## src/rtl/axi4_lite_reg_bridge_if.sv

```systemverilog
// AXI4-Lite channel bundle between the AXI bus FIFO stage and slaves.
// Slave modport takes AW/W/AR in and drives B/R out.
interface axi4_lite_if #(
    parameter int A = 32,
    parameter int N = 4
);
    logic           awvalid;
    logic           awready;
    logic [A-1:0]   awaddr;
    logic [2:0]     awprot;
    logic           wvalid;
    logic           wready;
    logic [8*N-1:0] wdata;
    logic [N-1:0]   wstrb;
    logic           bvalid;
    logic           bready;
    logic [1:0]     bresp;
    logic           arvalid;
    logic           arready;
    logic [A-1:0]   araddr;
    logic [2:0]     arprot;
    logic           rvalid;
    logic           rready;
    logic [1:0]     rresp;
    logic [8*N-1:0] rdata;

    modport slave (
        input  awvalid, awaddr, awprot,
        input  wvalid, wdata, wstrb,
        input  bready,
        input  arvalid, araddr, arprot,
        input  rready,
        output awready, wready,
        output bvalid, bresp,
        output arready,
        output rvalid, rresp, rdata
    );

    modport master (
        output awvalid, awaddr, awprot,
        output wvalid, wdata, wstrb,
        output bready,
        output arvalid, araddr, arprot,
        output rready,
        input  awready, wready,
        input  bvalid, bresp,
        input  arready,
        input  rvalid, rresp, rdata
    );
endinterface

```

## src/rtl/axi4_lite_reg_bridge.sv

```systemverilog
// AXI4-Lite slave to single-access register bus bridge.
// One transaction in flight, alternating arbitration, access timeout.
module axi4_lite_reg_bridge #(
    parameter int A       = 32,
    parameter int N       = 4,
    parameter int TIMEOUT = 16
) (
    input  logic           aclk,
    input  logic           areset,
    axi4_lite_if.slave     axi4_s,
    output logic [A-1:0]   reg_addr,
    output logic           reg_wr,
    output logic           reg_rd,
    output logic [8*N-1:0] reg_wdata,
    output logic [N-1:0]   reg_wstrb,
    input  logic [8*N-1:0] reg_rdata,
    input  logic           reg_ready,
    input  logic           reg_err
);
    typedef enum logic [2:0] {
        IDLE,
        WR_ACC,
        RD_ACC,
        B_RESP,
        R_RESP
    } state_t;

    localparam logic [7:0] CNT_LAST = 8'(TIMEOUT - 1);

    state_t         state;
    logic [7:0]     cnt;
    logic           last_wr;
    logic           bvalid_q;
    logic           rvalid_q;
    logic [1:0]     bresp_q;
    logic [1:0]     rresp_q;
    logic [8*N-1:0] rdata_q;

    logic wr_pend;
    logic rd_pend;
    logic is_idle;
    logic grant_wr;
    logic grant_rd;
    logic unused_prot;

    // Grant decision: on contention serve the side not granted last
    always_comb begin
        wr_pend  = axi4_s.awvalid & axi4_s.wvalid;
        rd_pend  = axi4_s.arvalid;
        is_idle  = (state == IDLE);
        grant_wr = is_idle & wr_pend & (~rd_pend | ~last_wr);
        grant_rd = is_idle & rd_pend & (~wr_pend | last_wr);
    end

    assign axi4_s.awready = grant_wr;
    assign axi4_s.wready  = grant_wr;
    assign axi4_s.arready = grant_rd;
    assign axi4_s.bvalid  = bvalid_q;
    assign axi4_s.bresp   = bresp_q;
    assign axi4_s.rvalid  = rvalid_q;
    assign axi4_s.rresp   = rresp_q;
    assign axi4_s.rdata   = rdata_q;

    // Protection bits carry no meaning for the register bus
    assign unused_prot = ^{axi4_s.awprot, axi4_s.arprot};

    // Transaction sequencer: grant, register access, AXI response
    always_ff @(posedge aclk or posedge areset) begin
        if (areset) begin
            state     <= IDLE;
            cnt       <= '0;
            last_wr   <= 1'b1;
            reg_addr  <= '0;
            reg_wdata <= '0;
            reg_wstrb <= '0;
            reg_wr    <= 1'b0;
            reg_rd    <= 1'b0;
            bvalid_q  <= 1'b0;
            rvalid_q  <= 1'b0;
            bresp_q   <= 2'b00;
            rresp_q   <= 2'b00;
            rdata_q   <= '0;
        end else begin
            unique case (state)
                IDLE: begin
                    if (grant_wr) begin
                        reg_addr  <= axi4_s.awaddr;
                        reg_wdata <= axi4_s.wdata;
                        reg_wstrb <= axi4_s.wstrb;
                        reg_wr    <= 1'b1;
                        cnt       <= '0;
                        last_wr   <= 1'b1;
                        state     <= WR_ACC;
                    end else if (grant_rd) begin
                        reg_addr <= axi4_s.araddr;
                        reg_rd   <= 1'b1;
                        cnt      <= '0;
                        last_wr  <= 1'b0;
                        state    <= RD_ACC;
                    end
                end
                WR_ACC: begin
                    if (reg_ready) begin
                        bresp_q  <= reg_err ? 2'b10 : 2'b00;
                        reg_wr   <= 1'b0;
                        bvalid_q <= 1'b1;
                        state    <= B_RESP;
                    end else if (cnt == CNT_LAST) begin
                        bresp_q  <= 2'b11;
                        reg_wr   <= 1'b0;
                        bvalid_q <= 1'b1;
                        state    <= B_RESP;
                    end else begin
                        cnt <= cnt + 8'd1;
                    end
                end
                RD_ACC: begin
                    if (reg_ready) begin
                        rresp_q  <= reg_err ? 2'b10 : 2'b00;
                        rdata_q  <= reg_rdata;
                        reg_rd   <= 1'b0;
                        rvalid_q <= 1'b1;
                        state    <= R_RESP;
                    end else if (cnt == CNT_LAST) begin
                        rresp_q  <= 2'b11;
                        rdata_q  <= '0;
                        reg_rd   <= 1'b0;
                        rvalid_q <= 1'b1;
                        state    <= R_RESP;
                    end else begin
                        cnt <= cnt + 8'd1;
                    end
                end
                B_RESP: begin
                    if (axi4_s.bready) begin
                        bvalid_q <= 1'b0;
                        state    <= IDLE;
                    end
                end
                R_RESP: begin
                    if (axi4_s.rready) begin
                        rvalid_q <= 1'b0;
                        state    <= IDLE;
                    end
                end
                default: begin
                    state <= IDLE;
                end
            endcase
        end
    end
endmodule

```

## src/flat_wrapper.sv

```systemverilog
// flat-port wrapper written by rule: the top's interface ports become plain ports
module axi4_lite_reg_bridge_flat 
#(
    parameter int A       = 32,
    parameter int N       = 4,
    parameter int TIMEOUT = 16
)
  (aclk, areset, reg_addr, reg_wr, reg_rd, reg_wdata, reg_wstrb, reg_rdata, reg_ready, reg_err, axi4_s_awvalid, axi4_s_awaddr, axi4_s_awprot, axi4_s_wvalid, axi4_s_wdata, axi4_s_wstrb, axi4_s_bready, axi4_s_arvalid, axi4_s_araddr, axi4_s_arprot, axi4_s_rready, axi4_s_awready, axi4_s_wready, axi4_s_bvalid, axi4_s_bresp, axi4_s_arready, axi4_s_rvalid, axi4_s_rresp, axi4_s_rdata);
  axi4_lite_if #(.A(A), .N(N)) axi4_s_i ();
  input  logic aclk;
  input  logic areset;
  output logic [A-1:0] reg_addr;
  output logic reg_wr;
  output logic reg_rd;
  output logic [8*N-1:0] reg_wdata;
  output logic [N-1:0] reg_wstrb;
  input  logic [8*N-1:0] reg_rdata;
  input  logic reg_ready;
  input  logic reg_err;
  input wire logic [$bits(axi4_s_i.awvalid)-1:0] axi4_s_awvalid;
  input wire logic [$bits(axi4_s_i.awaddr)-1:0] axi4_s_awaddr;
  input wire logic [$bits(axi4_s_i.awprot)-1:0] axi4_s_awprot;
  input wire logic [$bits(axi4_s_i.wvalid)-1:0] axi4_s_wvalid;
  input wire logic [$bits(axi4_s_i.wdata)-1:0] axi4_s_wdata;
  input wire logic [$bits(axi4_s_i.wstrb)-1:0] axi4_s_wstrb;
  input wire logic [$bits(axi4_s_i.bready)-1:0] axi4_s_bready;
  input wire logic [$bits(axi4_s_i.arvalid)-1:0] axi4_s_arvalid;
  input wire logic [$bits(axi4_s_i.araddr)-1:0] axi4_s_araddr;
  input wire logic [$bits(axi4_s_i.arprot)-1:0] axi4_s_arprot;
  input wire logic [$bits(axi4_s_i.rready)-1:0] axi4_s_rready;
  output wire logic [$bits(axi4_s_i.awready)-1:0] axi4_s_awready;
  output wire logic [$bits(axi4_s_i.wready)-1:0] axi4_s_wready;
  output wire logic [$bits(axi4_s_i.bvalid)-1:0] axi4_s_bvalid;
  output wire logic [$bits(axi4_s_i.bresp)-1:0] axi4_s_bresp;
  output wire logic [$bits(axi4_s_i.arready)-1:0] axi4_s_arready;
  output wire logic [$bits(axi4_s_i.rvalid)-1:0] axi4_s_rvalid;
  output wire logic [$bits(axi4_s_i.rresp)-1:0] axi4_s_rresp;
  output wire logic [$bits(axi4_s_i.rdata)-1:0] axi4_s_rdata;
  assign axi4_s_i.awvalid = axi4_s_awvalid;
  assign axi4_s_i.awaddr = axi4_s_awaddr;
  assign axi4_s_i.awprot = axi4_s_awprot;
  assign axi4_s_i.wvalid = axi4_s_wvalid;
  assign axi4_s_i.wdata = axi4_s_wdata;
  assign axi4_s_i.wstrb = axi4_s_wstrb;
  assign axi4_s_i.bready = axi4_s_bready;
  assign axi4_s_i.arvalid = axi4_s_arvalid;
  assign axi4_s_i.araddr = axi4_s_araddr;
  assign axi4_s_i.arprot = axi4_s_arprot;
  assign axi4_s_i.rready = axi4_s_rready;
  assign axi4_s_awready = axi4_s_i.awready;
  assign axi4_s_wready = axi4_s_i.wready;
  assign axi4_s_bvalid = axi4_s_i.bvalid;
  assign axi4_s_bresp = axi4_s_i.bresp;
  assign axi4_s_arready = axi4_s_i.arready;
  assign axi4_s_rvalid = axi4_s_i.rvalid;
  assign axi4_s_rresp = axi4_s_i.rresp;
  assign axi4_s_rdata = axi4_s_i.rdata;
  axi4_lite_reg_bridge #(.A(A), .N(N), .TIMEOUT(TIMEOUT)) u_core (.aclk(aclk), .areset(areset), .axi4_s(axi4_s_i), .reg_addr(reg_addr), .reg_wr(reg_wr), .reg_rd(reg_rd), .reg_wdata(reg_wdata), .reg_wstrb(reg_wstrb), .reg_rdata(reg_rdata), .reg_ready(reg_ready), .reg_err(reg_err));
endmodule
```

## config.mk

```make
export PLATFORM = sky130hd
export DESIGN_NAME = axi4_lite_reg_bridge_flat
export DESIGN_NICKNAME = d
export VERILOG_FILES = /design/src/rtl/axi4_lite_reg_bridge_if.sv /design/src/rtl/axi4_lite_reg_bridge.sv /design/src/flat_wrapper.sv
export SDC_FILE = /design/constraint.sdc
export NUM_CORES = 1
export LEC_CHECK = 0
export CELL_PAD_IN_SITES_DETAIL_PLACEMENT = 0
export CELL_PAD_IN_SITES_GLOBAL_PLACEMENT = 1
export CORE_ASPECT_RATIO = 1.2
export CORE_MARGIN = 4
export CORE_UTILIZATION = 31
export CTS_CLUSTER_SIZE = 28
export DETAILED_ROUTE_END_ITERATION = 7
export GPL_ROUTABILITY_DRIVEN = 0
export PLACE_DENSITY = 0.9
export SLEW_MARGIN = 20
export SYNTH_ARGS = -nofsm -noshare
export SYNTH_HDL_FRONTEND = slang
export SYNTH_SLANG_ARGS = --single-unit
```

## constraint.sdc

```tcl
create_clock -name aclk -period 4.82 [get_ports aclk]
set_input_delay 0.482 -clock aclk [delete_from_list [all_inputs] [get_ports aclk]]
set_output_delay 0.482 -clock aclk [all_outputs]
set_load 0.01 [all_outputs]
```

# Word-level counts from Yosys, hierarchy flattened
# Cells that the tools add are included.
[op_classes]
n_eq_ne = 15
n_addsub = 1
bitwise_logic = 10
n_reduce_logical = 19
n_mux = 36
[ops]
columns = ["cell", "count"]
rows = [
  ["32-bit 2-to-1 mux", 4],
  ["8-bit 2-to-1 mux", 4],
  ["3-bit 2-to-1 mux", 8],
  ["8-bit case mux with 2 select lines", 1],
  ["3-bit case mux with 5 select lines", 1],
  ["2-bit != test (second input constant)", 7],
  ["2-bit nonzero test", 7],
  ["1-bit 2-to-1 mux", 11],
  ["3-bit AND reduction", 3],
  ["8-bit by 1-bit adder with 8-bit output (second input constant)", 1],
  ["8-bit by 4-bit == test with 1-bit output (second input constant)", 1],
  ["1-bit case mux with 2 select lines", 4],
  ["2-bit AND reduction", 4],
  ["4-bit AND reduction", 2],
  ["3-bit by 2-bit == test with 1-bit output (second input constant)", 2],
  ["2-bit 2-to-1 mux", 3],
  ["3-bit by 2-bit != test with 1-bit output (second input constant)", 2],
  ["1-bit bitwise AND", 5],
  ["5-bit AND reduction", 1],
  ["3-bit by 1-bit == test with 1-bit output (second input constant)", 1],
  ["3-bit == test (second input constant)", 1],
  ["3-bit zero test", 1],
  ["3-bit != test (second input constant)", 1],
  ["1-bit NOT", 3],
  ["other kinds (2)", 3],
]
[totals]
ff_bits = 120
out_inout_bits = 111
elab_cells = 94
input_bits = 147

# Logic depth before layout (Yosys ltp)
# Gate-level depths: netlist of the first run.
[logic_depth]
ltp_word = 7
mapped_depth = 8
depth_no_buf = 5

# Worst setup path after synthesis of the first run
# OpenSTA, ideal clock, no wires.
[synth_path]
kind = "register to output"
from = "reg u_core.state[0]"
to = "out axi4_s_wready"
stages_incl_launch_ff = 8
t_arrival_ns = 1.684
t_required_ns = 4.338
n_path_buf = 4
setup_slack_ns = 2.654
path_cell_list = "dfrtp_1 buf_6 or3_1 a211o_1 buf_6 buf_6 inv_1 buf_4"
[synth_via]
elab_chain_cells = 3
[synth_rtl]
columns = ["element", "line", "text"]
rows = [
  ["from (decl)", "axi4_lite_reg_bridge.sv:30", "state_t state;"],
  ["from (signal assigned)", "axi4_lite_reg_bridge.sv:70", "state <= IDLE;"],
  ["from (signal assigned)", "axi4_lite_reg_bridge.sv:93", "state <= WR_ACC;"],
  ["from (signal assigned)", "axi4_lite_reg_bridge.sv:99", "state <= RD_ACC;"],
  ["3-bit zero test", "axi4_lite_reg_bridge.sv:50", "is_idle = (state == IDLE);"],
  ["1-bit bitwise AND (2 in series)", "axi4_lite_reg_bridge.sv:51", "grant_wr = is_idle & wr_pend & (~rd_pend | ~last_wr);"],
  ["to (decl)", "flat_wrapper.sv:32", "output wire logic [$bits(axi4_s_i.wready)-1:0] axi4_s_wready;"],
]
# Every way passes these cells.

# Worst setup path after layout of the first run
[layout_path]
from = "reg u_core.state[1]"
to = "out axi4_s_awready"
[layout_via]
elab_chain_cells = 3
[layout_rtl]
columns = ["element", "line", "text"]
rows = [
  ["3-bit zero test", "axi4_lite_reg_bridge.sv:50", ""],
  ["1-bit bitwise AND (2 in series)", "axi4_lite_reg_bridge.sv:51", ""],
  ["to (decl)", "flat_wrapper.sv:31", "output wire logic [$bits(axi4_s_i.awready)-1:0] axi4_s_awready;"],
]
# Every way passes these cells.

==> summary.txt, run 1 <==
Outcome
  – Status: complete, no violations

Global routing
  – Met3 usage: 0.05946
  – Vias in the first global route: 4,471
  – First-pass GRT wire length: 23,580 um
  – Largest net degree at the start of global routing: 71
  – Global route hottest layer: met2
  – Global-route met2 utilization: 0.2615
  – Grt total ovfl: 0
  – M1 GR Usage: 0.1836
  – Total global routing track utilization: 0.1562
  – Initial antenna violation count: 0

CTS
  – Clock Root Buffer: clkbuf_16
  – Clk slew on worst S/H paths: 60 ps
  – TritonCTS Buffers: 17
  – Post_cts resized: 0
  – Hold Buf Count CTS: 0
  – H-tree levels: 4
  – Clock Path Buffers: 2
  – TritonCTS clock tree: yes
  – Post-CTS setup buffers: 0
  – Clock sink count: 120
  – Clk_lat worst skew: 410 ps

Drt
  – Vias: 4,097
  – Residual DRC: 0
  – Drt pass-1 iters: 4
  – Drt wl/cell: 16.64 um
  – 1st-iter DRT viols: 223
  – Antenna Nets Post-Route: 0
  – Routed WL: 14,480 um
  – DR vias/cell: 4.709

Setup path
  – Crit Path Category: flip-flop to primary output
  – Slowest stage delay, CP: 570 ps
  – Crit path launch type: flip-flop
  – Cell family with most CP delay: buffers and inverters
  – R2R cell count: 4
  – Critical path cell sequence: or3_1 -> a211o_4 -> inv_1 -> clkdlybuf4s50_1
  – CP max stage cell: clkdlybuf4s50_1
  – Crit. path cell count: 4
  – Critical-path maximum fanout: 16
  – Data arrival, critical path: 2530 ps
  – Buffers & Inverters on Critical Path: 2
  – CP endpoint kind: primary output
  – Critical path data required time: 4340 ps

Yosys
  – Yosys warns: 0
  – Top-count cell post-synth: dfrtp_1
  – Sequential fraction of the synthesis area: 0.5831
  – Number of enable flip-flop cells after synthesis: 0
  – Top_reg_cell synth: dfrtp_1
  – Post-synth ARST share: 1.000
  – Post-Syn Area: 0.005152 sq mm
  – Top-area cell type share of the netlist area: 0.5780
  – Mapped Cells: 398
  – Synth area leaders: dfrtp_1 58%, mux2_4 10%, mux2i_1 6.8%, a22o_1 5.4%, o21ai_0 3.5%
  – Synth Net Count: 546
  – Mean post-synth cell area: 12.95 sq um
  – Synth area leader: dfrtp_1
  – Synth cell count leaders: 119 x dfrtp_1, 44 x nand2_1, 36 x o21ai_0
  – Synth unique cells: 40
  – #FFs+latches synth: 120

Floorplanning
  – Die height: 149.2 um
  – Starting Density: 0.3166
  – Core Region: 0.01627 sq mm
  – Ports: 258
  – Row cnt: 51
  – Full die area: 0.01876 sq mm
  – Width of the die: 125.7 um

Power and ir drop
  – Int Pwr: 3.681 mW
  – Final Total Pwr: 5.363 mW
  – Clock power frac: 0.241
  – NetSw: 1.682 mW
  – Switching share of power: 0.3136
  – Comb pwr share: 0.427
  – Leakage: 3.899 nW
  – Pwr/cell area: 639.4 mW/mm^2
  – Maximum vdd drop: 0.0002168 V
  – Sequential share of power: 0.332

Cells and area
  – Fillers: 1,427
  – Layout overhead on the synthesized area: 62.77%
  – Nets: 793
  – Share of cells above drive strength 1: 0.1201
  – Antenna cell count: 0

STA
  – Setup TNS: 0 ps
  – Relative slew slack: 0.3203
  – Final min period: 3009 ps
  – Worst Tran Pin Value: 1020 ps
  – Tcrit/Tclk final: 0.6243
  – Fin. max-slew vios: 0
  – RSZ-0062 raised after global routing: false
  – Peak Freq: 0.3323 GHz
  – Final Hold Viols: 0
  – Final setup violation count: 0
  – Clk_skew: 8.323 ps

Placement
  – Buffers on Ports: 251
  – Final HPWL DP: 10,840 um

Hold path
  – Worst min-delay path class: input port to asynchronous set/reset pin

Run
  – Max-cap violation count: 0
-- logic make-up after synthesis --
kind of cell             count (synthesis)  synth area share
AO/OA/AOI/OAI                           97            0.1268
XOR/XNOR                                 3          0.005100
buffers and inverters                   35           0.04638
AND/OR/NAND/NOR                         69           0.05974
flip-flops                             120            0.5831
adder cells (fa/ha/maj)                  1          0.002428
multiplexers                            73            0.1765
-- power by group through the flow --
stage	registers [mW]	clock network (mW)	logic (mW)
6_report	1.78	1.29	2.29
5_1_grt	1.85	1.38	2.45
4_1_cts	1.79	1.33	2.32
3_5_place_dp	1.79	0	2.31
3_3_place_gp	1.76	0	2.27
2_1_floorplan	1.95	0	0.935
-- layout by cell type, fill, tap and decap left out, types with 4 or more instances in the layout --
cell type and n:
a31oi_1 5, nand3_1 4, nor2_1 5, mux2i_1 35, o21ai_0 36, clkdlybuf4s50_1 251
buf_4 5, o21a_1 5, mux2_4 35, a22o_1 32, inv_1 6, dfrtp_1 119
nand2_1 44, clkbuf_16 17, a21oi_1 10, clkinv_4 6
-- stage by stage --
| stage | utilization | setup WS, ps | instance area, sq um | hold slack [ps] | std cells |
|---|---|---|---|---|---|
| 5_1_grt | 0.5154 | 1688 | 8387 | 383.0 | 870 |
| 3_3_place_gp | 0.4774 | 1977 | 7769 | 463.4 | 838 |
| 4_1_cts | 0.5151 | 1787 | 8382 | 356.6 | 870 |
| 3_5_place_dp | 0.4774 | 1908 | 7769 | 469.7 | 838 |
| 6_report | 0.5154 | 1811 | 8387 | 368.8 | 870 |
| 2_1_floorplan | - | 1154 | 5152 | 477.6 | 398 |
-- flip-flops by register name, indices dropped and copies added, names as in the netlist, 2 cells and up --
name,flops
u_core.state,3
u_core.axi4_s.bresp,2
u_core.cnt,8
u_core.axi4_s.rresp,2
u_core.reg_wdata,32
u_core.reg_wstrb,4
u_core.reg_addr,32
u_core.axi4_s.rdata,32
-- worst paths after layout --
check / from / to / slack [ps]
setup / recovery: u_core.state[1] / axi4_s_awready / 1810
hold / removal: areset / u_core.reg_wdata[10] / 370
setup reg to reg: u_core.state[1] / u_core.reg_wdata[12] / 2350
hold reg to reg: u_core.reg_addr[8] / u_core.reg_addr[8] / 470
max in group asynchronous: areset / u_core.cnt[3] / 3490
min in group aclk: u_core.reg_addr[8] / u_core.reg_addr[8] / 470
-- cell type report --
class / count / area, sq um / share of cell area
tap: 212 / 265.3 / 0.03163
clock inverter: 13 / 170.2 / 0.02029
timing repair buffer: 256 / 2550 / 0.3040
inverter: 7 / 28.78 / 0.003431
multi-input combinational: 243 / 1926 / 0.2296
clock buffer: 19 / 442.9 / 0.05281
sequential: 120 / 3004 / 0.3582
-- routing by layer --
metal	routed length, um	vias to the layer above
met5	0	-
met4	376	0
met3	1063	25
met2	7165	178
met1	5876	1959
li1	-	1935
Note: power is estimated with default switching activity, not from simulation.
==> inputs of run 2 (changes only) <==
==> constraint.sdc (replaced) <==
create_clock -name aclk -period 2.9 [get_ports aclk]
set_input_delay 0.29 -clock aclk [delete_from_list [all_inputs] [get_ports aclk]]
set_output_delay 0.29 -clock aclk [all_outputs]
set_load 0.01 [all_outputs]
==> run 2 against run 1 <==
Sequential power increased by 66%. Combinational power increased by 67%. Design area increased by 0.10%. Highest routed layer unchanged. First-iteration DRC count decreased by 21%. Core utilization increased by 0.054 points. Die area unchanged. Via count increased by 0.85%. Total power increased by 63%.
==> summary.txt, run 2 (same netlist as run 1, synthesis figures left out) <==
Drt
  – 1st-iter DRT viols: 177 (-21%)
  – Vias: 4,132 (+0.85%)
  – Routed WL: 14,720 um (+1.7%)
  – Antenna Nets Post-Route: 0 (unchanged)
  – Drt pass-1 iters: 4 (unchanged)
  – Residual DRC: 0 (unchanged)
  – DR vias/cell: 4.733 (+0.51%)
  – Drt wl/cell: 16.86 um (+1.3%)

Floorplanning
  – Ports: 258 (unchanged)
  – Die height: 149.2 um (unchanged)
  – Row cnt: 51 (unchanged)
  – Width of the die: 125.7 um (unchanged)
  – Core Region: 0.01627 sq mm (unchanged)
  – Full die area: 0.01876 sq mm (unchanged)
  – Starting Density: 0.3166 (unchanged)

Setup path
  – Crit Path Category: flip-flop to primary output
  – R2R cell count: 4 (unchanged)
  – Crit path launch type: flip-flop
  – R2R Path End: u_core.reg_wdata[3]
  – Critical-path maximum fanout: 14 (-2)
  – Reg-to-Reg Start: u_core.state[1]
  – CP endpoint kind: primary output
  – Register-to-Register Setup Slack: 800 ps (-1550 ps)
  – Data arrival, critical path: 2410 ps (-120 ps)
  – Critical path data required time: 2610 ps (-1730 ps)

Hold path
  – Worst min-delay path class: input port to asynchronous set/reset pin

Cells and area
  – Fillers: 1,387 (-2.8%)
  – Share of cells above drive strength 1: 0.1256 (+0.005507)
  – Layout Utilization: 0.5160 (+0.0005380)
  – Fin cells: 873 (+0.34%)
  – Commonest non-fill, non-tap cell in the layout: clkdlybuf4s50_1
  – Most frequent cells in the layout: 251 x clkdlybuf4s50_1, 119 x dfrtp_1, 44 x nand2_1
  – Layout overhead on the synthesized area: 62.94%
  – Nets: 796 (+0.38%)
  – Antenna cell count: 0 (unchanged)
  – Fin area: 0.008396 sq mm (+0.10%)

STA
  – Relative slew slack: 0.4973 (+0.1771)
  – RSZ-0062 raised after global routing: false
  – Post-route setup slack: 198.1 ps (-1613 ps)
  – Setup TNS: 0 ps (unchanged)
  – Tcrit/Tclk final: 0.9317
  – Final Hold Viols: 0 (unchanged)
  – Peak Freq: 0.3701 GHz
  – Clk_skew: 5.293 ps (-3.030 ps)
  – Final setup violation count: 0 (unchanged)
  – Fin. max-slew vios: 0 (unchanged)
  – Final hold slack: 363.8 ps (-5.068 ps)
  – Worst Tran Pin Value: 752.4 ps (-267.2 ps)
  – Final min period: 2702 ps

Global routing
  – Vias in the first global route: 4,402 (-1.5%)
  – Initial antenna violation count: 0 (unchanged)
  – First-pass GRT wire length: 22,990 um (-2.5%)
  – Total global routing track utilization: 0.1558 (-0.0003742)
  – Grt total ovfl: 0 (unchanged)
  – Largest net degree at the start of global routing: 65 (-8.5%)

Placement
  – Placed instance area: 0.007830 sq mm (+0.79%)
  – Pre-CTS WS: 634.1 ps (-1274 ps)
  – Final HPWL DP: 11,190 um (+3.3%)
  – Buffers on Ports: 251 (unchanged)
  – Dpl cells: 841 (+0.36%)

CTS
  – Hold Buf Count CTS: 0 (unchanged)
  – TritonCTS clock tree: yes
  – H-tree levels: 4 (unchanged)
  – Post-CTS setup buffers: 0 (unchanged)
  – Post_cts resized: 0 (unchanged)
  – Clk_lat worst skew: 410 ps (about the same)
  – Clock Root Buffer: clkbuf_16
  – Clock sink count: 120 (unchanged)
  – Clock Path Buffers: 2 (unchanged)
  – Clk slew on worst S/H paths: 60 ps (about the same)
  – TritonCTS Buffers: 17 (unchanged)

Power and ir drop
  – Maximum vdd drop: 0.0003742 V (+73%)
  – Leakage: 3.882 nW (-0.43%)
  – Final Total Pwr: 8.755 mW (+63%)
  – Pwr/cell area: 1043 mW/mm^2 (+63%)

Outcome
  – Status: complete, no violations

Run
  – Max-cap violation count: 0 (unchanged)
## run 2: worst max path at each step
stage,from,endpoint,slack [ps],cells after the start
2_1_floorplan,u_core.state[0],axi4_s_wready,930,7
5_1_grt,u_core.state[1],axi4_s_awready,110,4
3_5_place_dp,u_core.state[1],axi4_s_awready,630,4
3_3_place_gp,u_core.state[1],axi4_s_awready,660,4
4_1_cts,u_core.state[1],axi4_s_awready,160,4
6_report,u_core.state[1],axi4_s_awready,200,4
## run 2: critical path: stages (launching register included)
cell and delay (ps):
dfrtp_1 510, or3_1 450, a211o_4 350, inv_1 140, clkdlybuf4s50_1 560
## run 2: cell type report
cell class | instances | area [sq um] | share of cell area
inverters | 7 | 30.03 | 0.003577
clock inverters | 14 | 126.4 | 0.01505
well taps | 212 | 265.3 | 0.03159
flip-flops and latches | 120 | 3004 | 0.3578
clock buffers | 18 | 439.2 | 0.05231
multi-input cells | 243 | 1921 | 0.2288
repair buffers | 259 | 2610 | 0.3109
## run 2: layer usage
| metal | routed length [um] | track usage |
|---|---|---|
| met1 | 6028 | 0.1814 |
| met2 | 6995 | 0.2532 |
| met3 | 1200 | 0.05695 |
| met4 | 497 | 0.07918 |
| met5 | 0 | 0 |
## run 2: power breakdown
part	leakage (nW)	internal (mW)	switching (mW)
clock	0.265	1.20	0.769
sequential	1.47	2.47	0.495
combinational	2.14	2.28	1.54
